### config.mk
export PLATFORM = sky130hd
export DESIGN_NAME = obstacle_guard_flat
export DESIGN_NICKNAME = d
export VERILOG_FILES = /design/src/rtl/obstacle_guard_if.sv /design/src/rtl/obstacle_guard.sv /design/src/flat_wrapper.sv
export SDC_FILE = /design/constraint.sdc
export NUM_CORES = 1
export LEC_CHECK = 0
export ABC_CLOCK_PERIOD_IN_PS = 3750
export CAP_MARGIN = 40
export CORE_MARGIN = 1
export CORE_UTILIZATION = 56
export CTS_CLUSTER_SIZE = 10
export DETAILED_ROUTE_END_ITERATION = 10
export PLACE_DENSITY = 0.83
export SLEW_MARGIN = 10
export SYNTH_ARGS = -nofsm -noshare
export SYNTH_HDL_FRONTEND = slang
export SYNTH_SLANG_ARGS = --single-unit
### constraint.sdc
create_clock -name c1MHz -period 3.75 [get_ports c1MHz]
set_input_delay 1.125 -clock c1MHz [delete_from_list [all_inputs] [get_ports c1MHz]]
set_output_delay 1.125 -clock c1MHz [all_outputs]
set_load 0.03 [all_outputs]
### src/rtl/obstacle_guard_if.sv
// obstacle_guard_if: sample and command bundle of the obstacle guard.
//   distance   [5:0] range in cm from the ranging stage (0 = no echo)
//   dist_valid       one-cycle strobe, distance is new
//   avg_dist   [5:0] current 4-sample average in cm
//   avg_valid        one-cycle strobe when avg_dist updates
//   stop             1 = obstacle or unknown, halt the drive
//   fault            watchdog tripped
// master: sample producer / command consumer; slave: the guard itself.
interface obstacle_guard_if;
    logic [5:0] distance;
    logic       dist_valid;
    logic [5:0] avg_dist;
    logic       avg_valid;
    logic       stop;
    logic       fault;

    modport master (
        output distance, dist_valid,
        input  avg_dist, avg_valid, stop, fault
    );

    modport slave (
        input  distance, dist_valid,
        output avg_dist, avg_valid, stop, fault
    );
endinterface

### src/rtl/obstacle_guard.sv
// obstacle_guard: turns ultrasonic range samples into a debounced, hysteretic
// stop command (4-deep moving average, near/far thresholds, confirm counter).
// Fails safe: stop is 1 out of reset and until the averaging window is full.
// Optional feature macro: GUARD_WATCHDOG_EN (sample-timeout watchdog; without
// it fault is tied to 0 and a silent sensor holds the last state).
// Ports:
//   c1MHz  system clock
//   rst_n  asynchronous active-low reset
//   bus    obstacle_guard_if.slave (distance/dist_valid in,
//          avg_dist/avg_valid/stop/fault out)
module obstacle_guard #(
    parameter int unsigned NEAR_CM = 10,
    parameter int unsigned FAR_CM  = 15,
    parameter int unsigned CONFIRM = 2,
    parameter int unsigned TIMEOUT = 250000
) (
    input  logic            c1MHz,
    input  logic            rst_n,
    obstacle_guard_if.slave bus
);
    localparam logic [2:0] ST_INIT       = 3'd0;
    localparam logic [2:0] ST_CLEAR      = 3'd1;
    localparam logic [2:0] ST_NEAR_PEND  = 3'd2;
    localparam logic [2:0] ST_BLOCKED    = 3'd3;
    localparam logic [2:0] ST_CLEAR_PEND = 3'd4;

    localparam logic [5:0] NEAR_V = 6'(NEAR_CM);
    localparam logic [5:0] FAR_V  = 6'(FAR_CM);
    localparam logic [2:0] CONF_V = 3'(CONFIRM);

    if (FAR_CM <= NEAR_CM || FAR_CM > 63) begin : g_bad_thresholds
        $error("obstacle_guard: need NEAR_CM < FAR_CM <= 63");
    end
    if (CONFIRM < 1 || CONFIRM > 7) begin : g_bad_confirm
        $error("obstacle_guard: CONFIRM must be 1..7");
    end
    if (TIMEOUT < 1 || TIMEOUT > 262143) begin : g_bad_timeout
        $error("obstacle_guard: TIMEOUT must fit the 18-bit watchdog");
    end

    logic            accept, is_near, is_far;
    logic [3:0][5:0] win_q, win_d;
    logic [7:0]      sum_q, sum_d;
    logic [2:0]      fill_q, fill_d;
    logic            pend_q, pend_d;
    logic            avg_valid_q, avg_valid_d;
    logic [5:0]      avg_dist_q, avg_dist_d;
    logic [2:0]      state_q, state_d;
    logic [2:0]      cnt_q, cnt_d;
    logic            stop_q, stop_d;
`ifdef GUARD_WATCHDOG_EN
    localparam logic [17:0] WD_LIMIT = 18'(TIMEOUT);
    logic [17:0]     wd_q, wd_d;
    logic            fault_q, fault_d;
`endif

    always_comb begin
        accept = bus.dist_valid && (bus.distance != '0);

        // Stage 1: window, running sum and fill count.
        win_d  = win_q;
        sum_d  = sum_q;
        fill_d = fill_q;
        pend_d = 1'b0;
        if (accept) begin
            win_d  = {win_q[2:0], bus.distance};
            sum_d  = sum_q + {2'b00, bus.distance} - {2'b00, win_q[3]};
            fill_d = (fill_q == 3'd4) ? fill_q : fill_q + 3'd1;
            pend_d = (fill_d == 3'd4);
        end

        // Stage 2: publish the average one cycle after the window moved.
        avg_valid_d = pend_q;
        avg_dist_d  = pend_q ? sum_q[7:2] : avg_dist_q;

        // Stage 3: classify and run the confirmation FSM.
        is_near = (avg_dist_q <= NEAR_V);
        is_far  = (avg_dist_q >= FAR_V);
        state_d = state_q;
        cnt_d   = cnt_q;
        if (avg_valid_q) begin
            unique case (state_q)
                ST_INIT: state_d = is_far ? ST_CLEAR : ST_BLOCKED;
                ST_CLEAR, ST_NEAR_PEND: begin
                    if (is_near) begin
                        cnt_d = (state_q == ST_CLEAR) ? 3'd1 : cnt_q + 3'd1;
                        if (cnt_d >= CONF_V) begin
                            state_d = ST_BLOCKED;
                            cnt_d   = '0;
                        end else begin
                            state_d = ST_NEAR_PEND;
                        end
                    end else begin
                        state_d = ST_CLEAR;
                        cnt_d   = '0;
                    end
                end
                ST_BLOCKED, ST_CLEAR_PEND: begin
                    if (is_far) begin
                        cnt_d = (state_q == ST_BLOCKED) ? 3'd1 : cnt_q + 3'd1;
                        if (cnt_d >= CONF_V) begin
                            state_d = ST_CLEAR;
                            cnt_d   = '0;
                        end else begin
                            state_d = ST_CLEAR_PEND;
                        end
                    end else begin
                        state_d = ST_BLOCKED;
                        cnt_d   = '0;
                    end
                end
                default: begin
                    state_d = ST_INIT;
                    cnt_d   = '0;
                end
            endcase
        end

`ifdef GUARD_WATCHDOG_EN
        // A sample on the expiry edge wins; expiry overrides the FSM result
        // and forces a refill, leaving window/sum contents stale but unused.
        wd_d    = wd_q;
        fault_d = fault_q;
        if (accept) begin
            wd_d    = '0;
            fault_d = 1'b0;
        end else if (wd_q != WD_LIMIT) begin
            wd_d = wd_q + 18'd1;
            if (wd_d == WD_LIMIT) begin
                fault_d = 1'b1;
                state_d = ST_INIT;
                cnt_d   = '0;
                fill_d  = '0;
            end
        end
`endif

        stop_d = !((state_d == ST_CLEAR) || (state_d == ST_NEAR_PEND));
    end

    always_ff @(posedge c1MHz or negedge rst_n) begin
        if (!rst_n) begin
            win_q       <= '0;
            sum_q       <= '0;
            fill_q      <= '0;
            pend_q      <= 1'b0;
            avg_valid_q <= 1'b0;
            avg_dist_q  <= '0;
            state_q     <= ST_INIT;
            cnt_q       <= '0;
            stop_q      <= 1'b1;
`ifdef GUARD_WATCHDOG_EN
            wd_q        <= '0;
            fault_q     <= 1'b0;
`endif
        end else begin
            win_q       <= win_d;
            sum_q       <= sum_d;
            fill_q      <= fill_d;
            pend_q      <= pend_d;
            avg_valid_q <= avg_valid_d;
            avg_dist_q  <= avg_dist_d;
            state_q     <= state_d;
            cnt_q       <= cnt_d;
            stop_q      <= stop_d;
`ifdef GUARD_WATCHDOG_EN
            wd_q        <= wd_d;
            fault_q     <= fault_d;
`endif
        end
    end

    assign bus.avg_dist  = avg_dist_q;
    assign bus.avg_valid = avg_valid_q;
    assign bus.stop      = stop_q;
`ifdef GUARD_WATCHDOG_EN
    assign bus.fault     = fault_q;
`else
    assign bus.fault     = 1'b0;
`endif
endmodule

### src/flat_wrapper.sv
// flat-port wrapper written by rule: the top's interface ports become plain ports
module obstacle_guard_flat 
#(
    parameter int unsigned NEAR_CM = 10,
    parameter int unsigned FAR_CM  = 15,
    parameter int unsigned CONFIRM = 2,
    parameter int unsigned TIMEOUT = 250000
)
  (c1MHz, rst_n, bus_distance, bus_dist_valid, bus_avg_dist, bus_avg_valid, bus_stop, bus_fault);
  obstacle_guard_if bus_i ();
  input  logic c1MHz;
  input  logic rst_n;
  input wire logic [$bits(bus_i.distance)-1:0] bus_distance;
  input wire logic [$bits(bus_i.dist_valid)-1:0] bus_dist_valid;
  output wire logic [$bits(bus_i.avg_dist)-1:0] bus_avg_dist;
  output wire logic [$bits(bus_i.avg_valid)-1:0] bus_avg_valid;
  output wire logic [$bits(bus_i.stop)-1:0] bus_stop;
  output wire logic [$bits(bus_i.fault)-1:0] bus_fault;
  assign bus_i.distance = bus_distance;
  assign bus_i.dist_valid = bus_dist_valid;
  assign bus_avg_dist = bus_i.avg_dist;
  assign bus_avg_valid = bus_i.avg_valid;
  assign bus_stop = bus_i.stop;
  assign bus_fault = bus_i.fault;
  obstacle_guard #(.NEAR_CM(NEAR_CM), .FAR_CM(FAR_CM), .CONFIRM(CONFIRM), .TIMEOUT(TIMEOUT)) u_core (.c1MHz(c1MHz), .rst_n(rst_n), .bus(bus_i));
endmodule
* Word level (Yosys, flattened, before mapping) *
Cells that the tools add are included.

cells by class
  $add $sub $neg = 4
  multipliers = 0
  div/mod/pow operators = 0
  order comparisons = 4
  equal/unequal tests = 8
  shift operators = 0
  muxes and demuxes = 16
  bitwise logic cells = 1
  reduce and logical (&&, ||, !) cells = 8

operators with widths
  kind                                                             count
  2-to-1 mux 3 bit                                                 10
  one-hot mux 3 bit (3 select lines)                               2
  equality test 3 x 2 -> 1 bit (second input constant)             3
  equality test 3 bit (second input constant)                      3
  adder 8 x 6 -> 8 bit                                             1
  subtractor 8 x 6 -> 8 bit                                        1
  adder 3 x 1 -> 3 bit (second input constant)                     2
  equality test 3 x 1 -> 1 bit (second input constant)             2
  >= comparator 3 x 2 -> 1 bit (second input constant)             2
  >= comparator 6 x 4 -> 1 bit (second input constant)             1
  less-or-equal comparator 6 x 4 -> 1 bit (second input constant)  1
  nonzero test 6 bit                                               1
  2-to-1 mux 2 bit                                                 2
  OR reduction 2 bit                                               2
  logical NOT 3 bit                                                1
  2-to-1 mux 1 bit                                                 2
  AND reduction 2 bit                                              1
  logical AND 1 bit                                                1
  logical NOT 1 bit                                                1
  logical OR 1 bit                                                 1
  NOT 1 bit                                                        1

word-level totals
  register bits = 50
  bits in latches = 0
  memory bits (writable) = 0
  memory bits (read-only) = 0
  input bits = 9
  output and inout bits = 9
  memories = 0

* Depth between registers and ports, before layout *
  depth in word-level cells = 10
  gate-level depth with buffers = 12

* Worst setup path after synthesis *
No wires, ideal clock.

  path kind = input port to flip-flop
  start = input bus_distance[1]
  end = register u_core.sum_q[7]
  arrival time = 3.271 ns
  required time = 3.671 ns
  setup slack = 0.400 ns
  stages = 10
  buffers on the path = 0
  cells stage by stage = inv_1 -> fa_1 -> inv_1 -> ha_1 -> a211oi_2 -> o21bai_2 -> a2111oi_2 -> o31ai_1 -> a21oi_2 -> xor2_1

between the ends
  longest elaborated chain between the ends = 2
  elaborated cells between the ends (all ways) = 4
  those cells by class = add/sub: 2; reduce/logical: 2

ends and longest elaborated chain
  what                                                                   line                                        RTL
  start, declared                                                        flat_wrapper.sv:13                          input wire logic [$bits(bus_i.distance)-1:0] bus_distance;
  adder 8 x 6 -> 8 bit / nonzero test 6 bit (equally long branches)      obstacle_guard.sv:67, obstacle_guard.sv:58
  subtractor 8 x 6 -> 8 bit / logical AND 1 bit (equally long branches)  obstacle_guard.sv:67, obstacle_guard.sv:58
  end signal, assigned                                                   obstacle_guard.sv:158                       sum_q <= sum_d;
  end, declared                                                          obstacle_guard.sv:43                        logic [7:0] sum_q, sum_d;

Parallel ways exist; a longest one is shown, timed or not.
A chain may end at the register's enable or synchronous reset.

* Worst setup path in the final report *
Ends and elaborated chain as after synthesis.

==> results.md <==
* Die Wd at 70.27 um
* Share of layout cells above drive strength 1 at 0.2047
* Arrival time worst endpoint at 3.83 ns
* Post-CTS Repair Setup Buffers at 0
* Worst VDD drop at 0.4104 mV
* Crit start category: input port
* Post-Route WL at 4.132 mm
* Htree depth at 2
* GRT Util Overall at 0.2013
* Post-route cell area at 2992 sq um
* DRT antenna net count at 0
* RSZ-0062 raised after global routing: no
* Root Driver: clkbuf_8
* Final Hold Vio Count at 0
* Synth-to-Final Area Change at 14.62%
* Later-pin clock latency in the skew report at 0.30 ns
* Post-layout min period at 3.612 ns
* HP Class: reg -> reg
* Hold Slack at 0.4735 ns
* Critical path class: in -> reg
* Req. time, crit path at 3.97 ns
* Die Ht at 70.27 um
* Fin crit share at 0.9632
* Core box area at 4414 sq um
* Number of clock sinks at 50
* # IOs at 18
* Leak Pwr at 1.414 nW
* Post-CTS Hold Buffers at 0
* Synth warn at 0
* Hpwl dp at 3.127 mm
* Post-synth EDFFs at 0
* Fillers at 336
* CTS tree: yes
* Final Non-Filler Cells at 306
* Routed len/inst at 13.50 um
* Fmax achieved at 276.9 MHz
* Core Util, Final at 0.6777
* Seq/Total Area, Yosys at 0.4799
* Status: finished clean
* Crit. End Element: register
* First-pass GRT wire length at 7.797 mm
* Max-Cap Viols at 0
* Placer Congestion at 0.8998
* ANT cells at 0
* # rows at 24
* Main synth FF type: dfrtp_1
* GRT overflow at 0
* Multi-input gate area at 1214 sq um
* Endpoints failing setup at 0
* Pwr per Cell Area at 833.2 nW/um^2
* Post-Synthesis Cells at 230
* Initial core utilization at 0.5913
* Placed cell area at 2863 sq um
* Post-CTS sizing at 0
* Synthesized flop and latch total at 50
* Distinct cell type count after synthesis at 47
* Drt first pass iters at 4
* CTS max path bufs at 2
* Die ar. at 4938 sq um
* Placed Cells at 298
* Largest net degree at the start of global routing at 36
* Mapped cell area at 2610 sq um
* Final Power at 2.492 mW
* Drt via density at 5.578
* Iter 0 DRT Violations at 99
* Async S/R FF share, synth at 1.000
* R2R Setup Slk at 1.03 ns
* Synth Area per Inst at 11.35 sq um
* Cts bufs inserted at 5
* Clock slew at reported path FFs at 0.08 ns
* Vias in the first global route at 1,779
* Mapped Nets at 256
* Seq. cell area at 1252 sq um
* Initial antenna violation count at 0
* DR vias at 1,707
* Input/output buffers at 16
* Skew final at 0.008151 ns
* Nets at 279
* CP max FO at 2
* Max Slew Vio Count at 0
* Post-route DRC at 0
[critical path, cell delays in order]
cell and delay, ns:
clkdlybuf4s50_1 0.46, inv_1 0.06, fa_1 0.55, inv_1 0.07, ha_1 0.33, a211oi_2 0.09
o21bai_2 0.21, a2111oi_4 0.10, or4_1 0.53, a21oi_2 0.14, xor2_1 0.14
[path summary, 6_finish.rpt]
kind	from	endpoint	cells after the start
worst min-delay path	u_core.sum_q[7]$_DFFE_PN0P_	u_core.sum_q[7]$_DFFE_PN0P_	1
min in group asynchronous	rst_n	u_core.win_q[23]$_DFFE_PN0P_	1
worst max register to register	u_core.sum_q[1]$_DFFE_PN0P_	u_core.sum_q[7]$_DFFE_PN0P_	10
max in group asynchronous	rst_n	u_core.bus.stop$_DFF_PN1_	2
worst min register to register	u_core.sum_q[7]$_DFFE_PN0P_	u_core.sum_q[7]$_DFFE_PN0P_	1
worst max-delay path	bus_distance[1]	u_core.sum_q[7]$_DFFE_PN0P_	11
[layout make-up]
| cell class | instances | area share |
|---|---|---|
| multi-input combinational | 141 | 0.4057 |
| timing repair buffer | 24 | 0.07612 |
| clock buffer | 7 | 0.02886 |
| sequential | 50 | 0.4187 |
| tap | 52 | 0.02175 |
| clock inverter | 1 | 0.01004 |
| inverter | 31 | 0.03890 |
[synth_stat cells, types with 3 or more instances]
| master | n | area [sq um] |
|---|---|---|
| ha_1 | 11 | 137.6 |
| o21ai_0 | 11 | 55.05 |
| nor2_1 | 6 | 22.52 |
| xor2_1 | 5 | 43.79 |
| inv_1 | 31 | 116.4 |
| nand4_1 | 4 | 25.02 |
| xnor2_1 | 3 | 26.28 |
| clkbuf_1 | 4 | 15.01 |
| mux2_2 | 27 | 304.0 |
| a2bb2oi_1 | 3 | 26.28 |
| a21oi_1 | 3 | 15.01 |
| nand2_1 | 17 | 63.81 |
| nand2b_1 | 3 | 18.77 |
| o31ai_1 | 3 | 22.52 |
| fa_1 | 6 | 120.1 |
| dfrtp_1 | 49 | 1226 |
[state kept, by name, indices dropped and copies added (netlist names), 3 cells and up]
signal and cells:
u_core.bus.avg_dist 6, u_core.win_q 24, u_core.sum_q 8, u_core.cnt_q 3
u_core.state_q 3, u_core.fill_q 3
[power by group]
part,switching [mW],internal (mW),total (mW)
registers,0.145,0.710,0.855
clock network,0.166,0.217,0.383
logic,0.642,0.611,1.25
total,0.953,1.54,2.49
[routing by layer]
| metal | part of all wire | GRT usage |
|---|---|---|
| met5 | 0 | 0 |
| met1 | 0.47 | 0.2675 |
| met2 | 0.48 | 0.3312 |
| met4 | 0.016 | 0.06222 |
| met3 | 0.030 | 0.04329 |
[kinds of logic (layout without fill, tap and decap cells)]
group	after synthesis	after routing	synth area share
xor gates and xnor gates	8	8	0.02685
adders and majority gates	17	17	0.09875
muxes	29	29	0.1246
buffers and inverters	39	63	0.05992
and+or+nand+nor	44	44	0.08437
other	1	1	0.001437
AOI/OAI and AO/OA	42	42	0.1242
DFF	50	50	0.4799
[placed cells by master, fill, tap and decap left out, types with 3 or more instances in the layout]
master,Yosys,routed
dfrtp_1,49,49
inv_1,31,31
mux2_2,27,27
nand2_1,17,17
clkdlybuf4s50_1,0,15
o21ai_0,11,11
ha_1,11,11
buf_4,2,7
nor2_1,6,6
fa_1,6,6
clkbuf_8,0,6
xor2_1,5,5
nand4_1,4,4
a2bb2oi_1,3,3
nand2b_1,3,3
a21oi_1,3,3
o31ai_1,3,3
xnor2_1,3,3
[stage by stage]
stage | TNS [ns] | worst slack [ns]
6_report | 0 | 0.1381
5_1_grt | 0 | 0.01855
4_1_cts | 0 | 0.05199
3_5_place_dp | -0.2122 | -0.2122
3_3_place_gp | -0.1397 | -0.1397
2_1_floorplan | 0 | 0.3995
Power figures use the tool's default switching activity.
